<file path="config.mk">
export PLATFORM = sky130hd
export DESIGN_NAME = serial_subtractor_flat
export DESIGN_NICKNAME = d
export VERILOG_FILES = /design/src/rtl/serial_sub_pkg.sv /design/src/rtl/serial_subtractor_if.sv /design/src/rtl/half_subtractor.sv /design/src/rtl/serial_subtractor.sv /design/src/flat_wrapper.sv
export SDC_FILE = /design/constraint.sdc
export NUM_CORES = 1
export LEC_CHECK = 0
export BUFFER_PORTS_ARGS = -buffer_cell sky130_fd_sc_hd__buf_2
export CORE_MARGIN = 5
export CORE_UTILIZATION = 45
export CTS_BUF_LIST = sky130_fd_sc_hd__clkbuf_4 sky130_fd_sc_hd__clkbuf_8 sky130_fd_sc_hd__clkbuf_16
export DETAILED_ROUTE_END_ITERATION = 7
export GPL_ROUTABILITY_DRIVEN = 0
export HOLD_SLACK_MARGIN = 0.05
export MAX_ROUTING_LAYER = met4
export PLACE_DENSITY = 0.72
export SKIP_LAST_GASP = 1
export SYNTH_ARGS = -nofsm -noshare
export SYNTH_HDL_FRONTEND = slang
export SYNTH_SLANG_ARGS = --single-unit
</file>
<file path="constraint.sdc">
create_clock -name clk -period 1.36 [get_ports clk]
set_input_delay 0.272 -clock clk [delete_from_list [all_inputs] [get_ports clk]]
set_output_delay 0.272 -clock clk [all_outputs]
set_load 0.01 [all_outputs]
</file>
<file path="src/rtl/serial_sub_pkg.sv">
// Shared types and constants for the bit-serial subtractor.
package serial_sub_pkg;

  typedef enum logic [1:0] {
    IDLE = 2'd0,
    RUN  = 2'd1,
    DONE = 2'd2
  } sub_state_t;

  localparam int SUB_WIDTH_DEF = 8;

endpackage

</file>
<file path="src/rtl/serial_subtractor_if.sv">
// Request/result bundle of serial_subtractor; the zero flag exists only under SERIAL_SUB_ZERO_FLAG_EN.
interface serial_subtractor_if
  import serial_sub_pkg::*;
#(
  parameter int WIDTH = SUB_WIDTH_DEF
) ();

  logic             start;
  logic [WIDTH-1:0] a;
  logic [WIDTH-1:0] b;
  logic             busy;
  logic             done;
  logic [WIDTH-1:0] diff;
  logic             borrow_out;

`ifdef SERIAL_SUB_ZERO_FLAG_EN
  logic             zero;

  modport master (output start, a, b, input busy, done, diff, borrow_out, zero);
  modport slave  (input start, a, b, output busy, done, diff, borrow_out, zero);
`else
  modport master (output start, a, b, input busy, done, diff, borrow_out);
  modport slave  (input start, a, b, output busy, done, diff, borrow_out);
`endif

endinterface

</file>
<file path="src/rtl/half_subtractor.sv">
// Combinational half subtractor: d = x - y, bo set when y > x.
module half_subtractor (
  input  logic x,
  input  logic y,
  output logic d,
  output logic bo
);

  assign d  = x ^ y;
  assign bo = ~x & y;

endmodule

</file>
<file path="src/rtl/serial_subtractor.sv">
// Bit-serial a - b, LSB first; start-to-done latency WIDTH+1 edges, optional zero flag via SERIAL_SUB_ZERO_FLAG_EN.
// No backpressure: start is ignored while busy, results are held until the next done.
module serial_subtractor
  import serial_sub_pkg::*;
#(
  parameter int WIDTH = SUB_WIDTH_DEF
) (
  input  logic                clk,
  input  logic                rst,
  serial_subtractor_if.slave  bus
);

  localparam int CNT_W = $clog2(WIDTH);

  sub_state_t state, state_nxt;

  logic             load;
  logic             step;
  logic             finish;
  logic             last;

  logic [CNT_W-1:0] cnt;
  logic [WIDTH-1:0] a_sr;
  logic [WIDTH-1:0] b_sr;
  logic [WIDTH-2:0] res_sr;
  logic             bin;

  logic             d0, bo0, d, bo1, bout;
  logic [WIDTH-1:0] res_nxt;

  logic             busy_q;
  logic             done_q;
  logic [WIDTH-1:0] diff_q;
  logic             borrow_q;

  // Full-subtractor cell: two half subtractors, borrows ORed.
  half_subtractor u_hs0 (.x(a_sr[0]), .y(b_sr[0]), .d(d0), .bo(bo0));
  half_subtractor u_hs1 (.x(d0),      .y(bin),     .d(d),  .bo(bo1));

  assign bout    = bo0 | bo1;
  assign res_nxt = {d, res_sr};
  assign last    = (cnt == CNT_W'(WIDTH - 1));

  always_ff @(posedge clk) begin
    if (rst) state <= IDLE;
    else     state <= state_nxt;
  end

  always_comb begin
    state_nxt = state;
    case (state)
      IDLE:    if (bus.start) state_nxt = RUN;
      RUN:     if (last)      state_nxt = DONE;
      DONE:    state_nxt = bus.start ? RUN : IDLE;
      default: state_nxt = IDLE;
    endcase
  end

  always_comb begin
    load   = 1'b0;
    step   = 1'b0;
    finish = 1'b0;
    case (state)
      IDLE:    load = bus.start;
      RUN: begin
        step   = 1'b1;
        finish = last;
      end
      DONE:    load = bus.start;
      default: load = 1'b0;
    endcase
  end

  always_ff @(posedge clk) begin
    if (rst) begin
      cnt    <= '0;
      a_sr   <= '0;
      b_sr   <= '0;
      res_sr <= '0;
      bin    <= 1'b0;
    end else if (load) begin
      cnt    <= '0;
      a_sr   <= bus.a;
      b_sr   <= bus.b;
      res_sr <= '0;
      bin    <= 1'b0;
    end else if (step) begin
      cnt    <= cnt + 1'b1;
      a_sr   <= a_sr >> 1;
      b_sr   <= b_sr >> 1;
      res_sr <= res_nxt[WIDTH-1:1];
      bin    <= bout;
    end
  end

  // Status flags follow the next state so they come straight from flops.
  always_ff @(posedge clk) begin
    if (rst) begin
      busy_q   <= 1'b0;
      done_q   <= 1'b0;
      diff_q   <= '0;
      borrow_q <= 1'b0;
    end else begin
      busy_q <= (state_nxt == RUN);
      done_q <= (state_nxt == DONE);
      if (finish) begin
        diff_q   <= res_nxt;
        borrow_q <= bout;
      end
    end
  end

  assign bus.busy       = busy_q;
  assign bus.done       = done_q;
  assign bus.diff       = diff_q;
  assign bus.borrow_out = borrow_q;

`ifdef SERIAL_SUB_ZERO_FLAG_EN
  logic zero_q;

  always_ff @(posedge clk) begin
    if (rst)         zero_q <= 1'b0;
    else if (finish) zero_q <= ~|res_nxt;
  end

  assign bus.zero = zero_q;
`endif

endmodule

</file>
<file path="src/flat_wrapper.sv">
// flat-port wrapper written by rule: the top's interface ports become plain ports
module serial_subtractor_flat import serial_sub_pkg::*;
#(
  parameter int WIDTH = SUB_WIDTH_DEF
)
  (clk, rst, bus_start, bus_a, bus_b, bus_busy, bus_done, bus_diff, bus_borrow_out);
  serial_subtractor_if #(.WIDTH(WIDTH)) bus_i ();
  input  logic clk;
  input  logic rst;
  input wire logic [$bits(bus_i.start)-1:0] bus_start;
  input wire logic [$bits(bus_i.a)-1:0] bus_a;
  input wire logic [$bits(bus_i.b)-1:0] bus_b;
  output wire logic [$bits(bus_i.busy)-1:0] bus_busy;
  output wire logic [$bits(bus_i.done)-1:0] bus_done;
  output wire logic [$bits(bus_i.diff)-1:0] bus_diff;
  output wire logic [$bits(bus_i.borrow_out)-1:0] bus_borrow_out;
  assign bus_i.start = bus_start;
  assign bus_i.a = bus_a;
  assign bus_i.b = bus_b;
  assign bus_busy = bus_i.busy;
  assign bus_done = bus_i.done;
  assign bus_diff = bus_i.diff;
  assign bus_borrow_out = bus_i.borrow_out;
  serial_subtractor #(.WIDTH(WIDTH)) u_core (.clk(clk), .rst(rst), .bus(bus_i));
endmodule
</file>
==> results of run 1 <==
-- power groups by stage --
stage | logic (W) | registers, W | clock network (W)
6_report | 0.000282 | 0.00125 | 0.000647
5_1_grt | 0.000318 | 0.00126 | 0.000730
4_1_cts | 0.000285 | 0.00125 | 0.000667
3_5_place_dp | 0.000283 | 0.00128 | 0
3_3_place_gp | 0.000284 | 0.00128 | 0
2_1_floorplan | 0.000193 | 0.00127 | 0
-- critical path, stage by stage, from the launching register on --
cell      delay [ns]
dfxtp_1         0.34
ha_1            0.19
ha_1            0.20
nand3b_1        0.17
buf_12          0.14
nand2_1         0.05
a21oi_1         0.13
-- worst max path at each step --
stage | from | end | depth (start not counted)
global placement | u_core.cnt[0] | u_core.bus.diff[3] | 5
floorplan | u_core.cnt[0] | u_core.bus.busy | 5
detailed placement | u_core.cnt[0] | u_core.bus.diff[1] | 5
CTS | u_core.cnt[0] | u_core.bus.diff[1] | 5
finish | u_core.cnt[0] | u_core.bus.diff[1] | 6
global route | u_core.cnt[0] | u_core.bus.diff[1] | 6
-- area by class of cell --
class                      instances  area [sq um]
multi-input combinational        131           718
tap                               46          57.6
inverter                           2          7.51
timing repair buffer              41           289
clock buffer                       8          66.3
fill                             316          1450
sequential                        40           801
-- layer usage --
layer / part of all wire [%] / vias up / global-route usage [%]
li1: - / 701 / -
met3: 4.8 / 7 / 3.77
met1: 50 / 596 / 18.7
met4: 2.5 / 0 / 8.09
met2: 43 / 26 / 19.5
met5: 0 / - / -
-- metrics by stage --
step / setup WS [ns] / util, % / cells / hold slack, ns / total power (W)
6_report: 0.0789 / 57.2 / 268 / 0.170 / 0.00218
3_5_place_dp: 0.0279 / 54.6 / 259 / 0.444 / 0.00156
3_3_place_gp: 0.0594 / 54.6 / 259 / 0.441 / 0.00156
5_1_grt: -0.0268 / 57.2 / 268 / 0.143 / 0.00231
2_1_floorplan: 0.118 / - / 188 / 0.408 / 0.00147
4_1_cts: 0.00643 / 56.5 / 267 / 0.156 / 0.00220
-- synth_stat cells, types with 2 or more instances --
| library cell | count |
|---|---|
| a311oi_2 | 7 |
| buf_2 | 8 |
| nand2b_1 | 3 |
| a21oi_1 | 20 |
| nor2_1 | 19 |
| inv_1 | 2 |
| nand3_1 | 10 |
| ha_1 | 2 |
| a311oi_1 | 7 |
| nand2_1 | 53 |
| dfxtp_1 | 40 |
| clkbuf_1 | 3 |
| buf_6 | 2 |
-- sequential cells by signal, summed over array words and instances, names as in the netlist --
| name | flops |
|---|---|
| u_core.bus.done | 1 |
| u_core.bin | 1 |
| u_core.b_sr | 8 |
| u_core.res_sr | 7 |
| u_core.bus.busy | 1 |
| u_core.bus.diff | 8 |
| u_core.cnt | 3 |
| u_core.bus.borrow_out | 1 |
| u_core.a_sr | 8 |
| u_core.state | 2 |
-- cell families after synthesis --
family / after synthesis
compound gates: 37
xor+xnor: 1
fa+ha+maj: 3
buf+inv: 17
flops: 40
mux: 1
simple gates: 89
-- repair_timing --
action,in CTS,in global routing
setup endpoints to repair,0,9
gates resized for setup,0,1
setup buffers,0,1
==> out/results.ini, run 1 <==
[status]
status = finished, final reports clean

[clock_network]
cts-htree-levels = 2
path_clk_slew_ns = 0.10
clock_sinks = 40
clock_latency_ns = 0.34
cts_tree = done
cts_root_buf = clkbuf_4
postCtsHoldBufs = 0
cts_max_path_buffers = 2
cts_made_buffers = 5

[routing]
vias = 1330
drc = 0
wire_per_inst_um = 11.6
ant_nets = 0
firstDrtPassIters = 4
drt-total-wl_um = 3100
drt_iter0_drc = 116
routed_via_density = 4.96

[setup_path]
cp-end-kind = flip-flop
timing.rr.end = u_core.bus.diff[1]
start_kind = flip-flop
r2r_slack_ns = 0.08
cp.required_ns = 1.64
critPathArrivalTime_ns = 1.56
worstPathMaxFanout = 9
reg2reg_depth = 6
r2r-start = u_core.cnt[0]
setup.worst_path.class = flip-flop to flip-flop

[logic_synthesis]
yosys.cell_types.count = 25
synthMuxAreaShare_pct = 0.621
yosysSeqAreaShare_pct = 49.7
synth_top_family_by_area = simple AND/OR/NAND/NOR gates
netlist_area_sq_mm = 0.00161
netlist_instances = 188
async_flop_share_pct = 0
synth-seq-cells = 40
synth_largest_type_area_fraction_pct = 49.7
synth.area.top_cells = dfxtp_1 50%, nand2_1 12%, a311oi_2 6.5%, a21oi_1 6.2%, nor2_1 4.4%
ys.flop_type = dfxtp_1
yosysTopAreaCell = dfxtp_1
yosys_warnings = 0
synth_compound_area_share_pct = 17.9
syn-num-nets = 210
synth_xor_xnor_area_share_pct = 0.543
synth_edf_count = 0
synthSimpleGateAreaFrac_pct = 22.7
synthAdderAreaFrac_pct = 2.80
syn_area_per_cell_sq_um = 8.57

[sta]
tightest_slew_ns = 0.274
drv_slew = 0
tns_ns = 0
hold_viol = 0
finalCritPeriodShare_pct = 94.2
max_slew_margin_pct = 81.7
period_needed_ns = 1.28
clock.fmax_ghz = 0.781
setup_violations = 0
grt_setup_unrepaired = yes
skew_ns = 0.00865

[place]
dpl_cell_area_sq_mm = 0.00185
io_buffers = 29
dp_hpwl_um = 2150

[job]
maxCapViolCount = 0

[floorplan]
die_y_um = 69.8
start_util_pct = 47.5
rows = 21
die_w_um = 69.8
core_area_sq_mm = 0.00339
io_pins = 30
dieArea_sq_mm = 0.00488

[final_layout]
drive_gt1_share_pct = 25.2
final_area_sq_mm = 0.00194
fin_nets = 243
mostFrequentLayoutCells = 53 x nand2_1, 40 x dfxtp_1, 29 x buf_2
area_delta_synth_final_pct = 20.3
layout_commonest_cell = nand2_1
antennaDiodeCount = 0

[power_and_ir_drop]
power_frac_comb_pct = 12.9
swShare_pct = 24.5
internal-power_w = 0.00165
p_leak_nw = 0.757
switchingPower_w = 0.000533
ir_drop_mv = 0.704
cellPowerDensity_mw_per_mm2 = 1120
p_clk_share_pct = 29.7
pwr-share-seq_pct = 57.4

[global_routing]
antenna_found_initial = 0
track_usage_pct = 14.2
grt_max_degree = 32
grt_pass1_wl_um = 5540
grt_overflow = 0
grt_pass1_vias = 1212

[worst_hold_path]
hold_class = primary input to flip-flop
min_from = bus_b[7]
holdPathStages = 3
worstHoldEndpoint = u_core.b_sr[7]

(Power assumes the default switching activity.)
==> run 2, diff against run 1 <==
- CORE_MARGIN: 5 -> 2
- SETUP_SLACK_MARGIN: not set -> 0.4
==> run 2 against run 1 <==
Effect of this change:
- clock power grew 4.6%
- fmax shrank 0.44%
- cell count grew 9.0%
- die area shrank 16%
- sequential cell count is the same
- utilization grew 14 points
- critical path type unchanged
- largest power group unchanged
==> out/results.ini, run 2 (synthesis results as in run 1) <==
[setup_path]
path_cells = and2b_4, buf_4, clkbuf_16, nand2_1, a21oi_1
cp-end-kind = flip-flop
cp.required_ns = 1.63  ; about the same
crit_path_max_incr_delay_ns = 0.36  ; +0.02 ns
cpMaxStageDelayCell = dfxtp_2
cp_top_family = simple AND/OR/NAND/NOR gates
setup.worst_path.class = flip-flop to flip-flop
crit_buf_inv = 2  ; +1
start_kind = flip-flop
worstPathMaxFanout = 7  ; -2
critPathArrivalTime_ns = 1.56  ; about the same

[routing]
drt-total-wl_um = 4670  ; +51%
wire_per_inst_um = 16.0  ; +38%
drt_iter0_drc = 136  ; +17%
vias = 1543  ; +16%
routed_via_density = 5.28  ; +6.5%
firstDrtPassIters = 4  ; unchanged
ant_nets = 0  ; unchanged
drc = 0  ; unchanged

[clock_network]
cts_made_buffers = 5  ; unchanged
path_clk_slew_ns = 0.12  ; +0.02 ns
cts-htree-levels = 2  ; unchanged
clock_sinks = 40  ; unchanged
cts_tree = done
clock_latency_ns = 0.34  ; about the same
cts_max_path_buffers = 2  ; unchanged
cts_root_buf = clkbuf_4

[place]
placed_cells = 258  ; -0.39%
dp_slack_ns = 0.126  ; +0.0978 ns
io_buffers = 29  ; unchanged
dp_hpwl_um = 2180  ; +1.4%

[power_and_ir_drop]
p_clk_share_pct = 28.1  ; -1.6 points
ir_drop_mv = 0.649  ; -7.9%
cellPowerDensity_mw_per_mm2 = 994  ; -12%
p_leak_nw = 0.953  ; +26%
swShare_pct = 27.1  ; +2.6 points
internal-power_w = 0.00176  ; +6.8%
switchingPower_w = 0.000652  ; +22%
power_frac_comb_pct = 19.4  ; +6.5 points
pwr-share-seq_pct = 52.6  ; -4.8 points

[global_routing]
grt_pass1_vias = 1356  ; +12%
grt_overflow = 0  ; unchanged
grt_pass1_wl_um = 6400  ; +16%
grt_max_degree = 20  ; -38%
antenna_found_initial = 0  ; unchanged
track_usage_pct = 20.6  ; +6.4 points

[sta]
hold_viol = 0  ; unchanged
tightest_slew_ns = 0.248  ; -0.0257 ns
period_needed_ns = 1.29  ; +0.00566 ns
setup_violations = 0  ; unchanged
clock.fmax_ghz = 0.777  ; -0.44%
drv_slew = 0  ; unchanged
grt_setup_unrepaired = yes
finalCritPeriodShare_pct = 94.6  ; +0.42 points
fin_ws_ns = 0.0732  ; -0.00566 ns
max_slew_margin_pct = 83.5  ; +1.8 points
tns_ns = 0  ; unchanged
skew_ns = 0.00519  ; -0.00346 ns

[floorplan]
core_area_sq_mm = 0.00339  ; unchanged
start_util_pct = 47.5  ; unchanged
io_pins = 30  ; unchanged
dieArea_sq_mm = 0.00408  ; -16%
rows = 21  ; unchanged
die_y_um = 63.8  ; -8.6%
die_w_um = 63.8  ; -8.6%

[final_layout]
n_fill_cell = 220  ; -30%
fin_nets = 267  ; +9.9%
area_delta_synth_final_pct = 50.5
finish.utilization_pct = 71.5  ; +14 points
drive_gt1_share_pct = 52.0  ; +27 points
layout_commonest_cell = nand2_1
mostFrequentLayoutCells = 43 x nand2_1, 24 x dfxtp_1, 22 x buf_2
final-instance-count-excl-fill = 292  ; +9.0%
antennaDiodeCount = 0  ; unchanged

[job]
maxCapViolCount = 0  ; unchanged

[worst_hold_path]
hold_class = primary input to flip-flop

[status]
status = finished, final reports clean

## run 2: cell types whose count changed in the layout (fill, tap and decap cells not counted), sizes merged
cell,before,now
buf,41,62
clkbuf,8,10
nand2b,3,4
## run 2: worst register-to-register path: stages, from the launching register on
cell and delay [ns]:
dfxtp_2 0.36, and2b_4 0.30, buf_4 0.18, clkbuf_16 0.16, nand2_1 0.07, a21oi_1 0.15
## run 2: area by class of cell
type	instances	area (sq um)	share of cell area, %
Tap cell	46	57.6	2.37
Timing Repair Buffer	64	582	24.0
Sequential cell	40	823	34.0
Multi-Input combinational cell	132	888	36.6
Inverter	2	7.51	0.310
Clock buffer	8	66.3	2.73
## run 2: final timing paths
check                        start               end  slack, ns  cells after the start
setup / recovery   u_core.state[1]  u_core.res_sr[4]       0.07                      5
hold / removal            bus_b[7]    u_core.b_sr[7]       0.18                      3
setup reg to reg   u_core.state[1]  u_core.res_sr[4]       0.07                      5
hold reg to reg   u_core.res_sr[0]  u_core.res_sr[0]       0.47                      2
## run 2: what timing repair did
action                                  4_1_cts  5_1_grt
gates cloned                                  2        4
gates resized for setup                      34       28
pin swaps                                     5       23
hold buffers                                  0        0
buffers inserted                             12        8
endpoints found under the setup margin       51       51
## run 2: layer usage
| layer | vias to the layer above | wire (um) | part of all wire (%) | GRT usage [%] |
|---|---|---|---|---|
| met1 | 730 | 2010 | 43 | 27.2 |
| met3 | 7 | 236 | 5.1 | 4.40 |
| li1 | 751 | - | - | - |
| met4 | 0 | 58 | 1.2 | 7.34 |
| met5 | - | 0 | 0 | - |
| met2 | 55 | 2370 | 51 | 31.3 |
## run 2: metrics by stage
stage | hold slack [ns] | power [W] | instance area [sq um]
3_5_place_dp | 0.451 | 0.00156 | 1870
6_report | 0.182 | 0.00241 | 2420
4_1_cts | 0.172 | 0.00229 | 2190
5_1_grt | 0.167 | 0.00250 | 2420
2_1_floorplan | 0.408 | 0.00149 | 1690
3_3_place_gp | 0.451 | 0.00156 | 1870
## run 2: power by group through the flow
stage	Combinational, W	Sequential, W	Clock, W
floorplan	0.000216	0.00128	0
global placement	0.000279	0.00128	0
detailed placement	0.000283	0.00128	0
CTS	0.000357	0.00125	0.000678
global route	0.000497	0.00127	0.000729
finish	0.000467	0.00127	0.000677
==> run 3, diff against run 2 <==
- CTS_BUF_LIST: sky130_fd_sc_hd__clkbuf_4 sky130_fd_sc_hd__clkbuf_8 sky130_fd_sc_hd__clkbuf_16 -> not set
- TNS_END_PERCENT: not set -> 10
==> run 3 against run 2 <==
Effect of this change:
- global-route usage shrank 2.2 points
- largest cell class is now registers
- clock skew grew 0.0048 ns
- register-to-register slack gained 0.05 ns
- die area is the same
- sequential share of layout area grew 6.4 points
- first-iteration DRC count shrank 60%
- design area shrank 17%
- count of clock-buffer cells in the layout is the same
==> out/results.ini, run 3 (synthesis results as in run 1) <==
[status]
status = finished, final reports clean

[routing]
drc = 0  ; unchanged
wire_per_inst_um = 12.3  ; -23%
vias = 1401  ; -9.2%
ant_nets = 0  ; unchanged
routed_via_density = 5.13  ; -2.9%
drt-total-wl_um = 3360  ; -28%
drt_iter0_drc = 55  ; -60%
firstDrtPassIters = 4  ; unchanged

[final_layout]
antennaDiodeCount = 0  ; unchanged
n_fill_cell = 298  ; +35%
area_delta_synth_final_pct = 24.6
drive_gt1_share_pct = 33.9  ; -18 points
final_area_sq_mm = 0.00201  ; -17%
mostFrequentLayoutCells = 52 x nand2_1, 33 x dfxtp_1, 30 x buf_2
final-instance-count-excl-fill = 273  ; -6.5%
layout_commonest_cell = nand2_1
fin_nets = 248  ; -7.1%

[clock_network]
cts_max_path_buffers = 2  ; unchanged
postCtsHoldBufs = 0  ; unchanged
clock_latency_ns = 0.35  ; about the same
clock_sinks = 40  ; unchanged
cts_made_buffers = 5  ; unchanged
path_clk_slew_ns = 0.11  ; about the same
cts_root_buf = clkbuf_4
cts-htree-levels = 2  ; unchanged
cts_tree = done

[sta]
skew_ns = 0.00995  ; +0.00476 ns
max_slew_margin_pct = 81.2  ; -2.2 points
setup_violations = 0  ; unchanged
grt_setup_unrepaired = yes
period_needed_ns = 1.23  ; -0.0550 ns
drv_slew = 0  ; unchanged
hold_slack_ns = 0.159  ; -0.0231 ns
tightest_slew_ns = 0.281  ; +0.0331 ns
finalCritPeriodShare_pct = 90.6  ; -4.0 points
hold_viol = 0  ; unchanged
tns_ns = 0  ; unchanged
clock.fmax_ghz = 0.812  ; +4.5%

[power_and_ir_drop]
pwr-share-seq_pct = 57.5  ; +4.9 points
switchingPower_w = 0.000567  ; -13%
p_clk_share_pct = 28.6  ; +0.5 points
ir_drop_mv = 0.539  ; -17%
power_frac_comb_pct = 13.9  ; -5.5 points
p_leak_nw = 0.766  ; -20%
internal-power_w = 0.00162  ; -8.0%
cellPowerDensity_mw_per_mm2 = 1090  ; +9.4%
swShare_pct = 25.9  ; -1.1 points

[setup_path]
worstPathMaxFanout = 2  ; -5
r2r-start = u_core.a_sr[0]
setup.worst_path.class = flip-flop to flip-flop
cp-startpoint = u_core.a_sr[0]
start_kind = flip-flop
cpMaxStageDelayCell = fa_1
cp.required_ns = 1.65  ; +0.02 ns
cp-end-kind = flip-flop
path_cells = fa_1, nand3_2, a21oi_2
critPathArrivalTime_ns = 1.52  ; -0.04 ns
crit_path_max_incr_delay_ns = 0.59  ; +0.23 ns

[global_routing]
grt_max_degree = 23  ; +15%
grt_overflow = 0  ; unchanged
grt_pass1_vias = 1288  ; -5.0%
grt_pass1_wl_um = 5620  ; -12%
antenna_found_initial = 0  ; unchanged
track_usage_pct = 18.4  ; -2.2 points

[place]
dpl_cell_area_sq_mm = 0.00185  ; -0.94%
placed_cells = 259  ; +0.39%
dp_hpwl_um = 2220  ; +1.6%
io_buffers = 29  ; unchanged

[floorplan]
start_util_pct = 47.5  ; unchanged
die_w_um = 63.8  ; unchanged
io_pins = 30  ; unchanged
rows = 21  ; unchanged
core_area_sq_mm = 0.00339  ; unchanged
die_y_um = 63.8  ; unchanged
dieArea_sq_mm = 0.00408  ; unchanged

[job]
maxCapViolCount = 0  ; unchanged

[worst_hold_path]
hold_class = primary input to flip-flop
min_from = bus_b[7]

## run 3: power by group through the flow
stage,Sequential (W),Combinational (W),Clock [W]
3_3_place_gp,0.00128,0.000273,0
4_1_cts,0.00125,0.000279,0.000642
2_1_floorplan,0.00128,0.000196,0
6_report,0.00126,0.000303,0.000625
5_1_grt,0.00126,0.000336,0.000694
3_5_place_dp,0.00128,0.000276,0
## run 3: routing by layer
layer | routed length [um] | global-route usage (%) | vias up
li1 | - | - | 711
met1 | 1570 | 22.3 | 658
met2 | 1580 | 28.4 | 25
met3 | 138 | 4.23 | 7
met4 | 70 | 9.78 | 0
met5 | 0 | - | -
## run 3: path summary, 6_finish.rpt
kind | endpoint | slack, ns | cells past startpoint
worst max-delay path | u_core.bus.diff[7] | 0.13 | 3
worst min-delay path | u_core.b_sr[7] | 0.16 | 3
worst min register to register | u_core.bus.diff[1] | 0.47 | 2
worst max register to register | u_core.bus.diff[7] | 0.13 | 3
## run 3: critical path: cells and delay by family, from the launching register on
family                     cells  cell delay (ns)
adders and majority gates      1             0.59
DFF                            1             0.35
AOI/OAI and AO/OA              1             0.13
and+or+nand+nor                1             0.10
## run 3: cell type report
class                           instances  area (sq um)  share of cell area, %
Timing Repair Buffer                   46           302                   15.0
Sequential cell                        40           810                   40.3
Inverter                                2          7.51                  0.374
Clock buffer                            8          58.8                   2.93
Tap cell                               46          57.6                   2.87
Multi-Input combinational cell        131           773                   38.5
## run 3: per-stage QoR
| step | util [%] | worst slack, ns | total power (W) |
|---|---|---|---|
| 6_report | 59.2 | 0.128 | 0.00218 |
| 5_1_grt | 59.2 | 0.0576 | 0.00229 |
| 4_1_cts | 57.0 | 0.131 | 0.00218 |
| 3_5_place_dp | 54.7 | 0.110 | 0.00156 |
| 3_3_place_gp | 54.7 | 0.140 | 0.00155 |
| 2_1_floorplan | - | 0.260 | 0.00147 |
## run 3: timing repair
item,in CTS,in global routing
buffers inserted,2,3
resized for setup,2,15
setup endpoints to repair,51,51
gates cloned,0,1
pin swaps,1,6
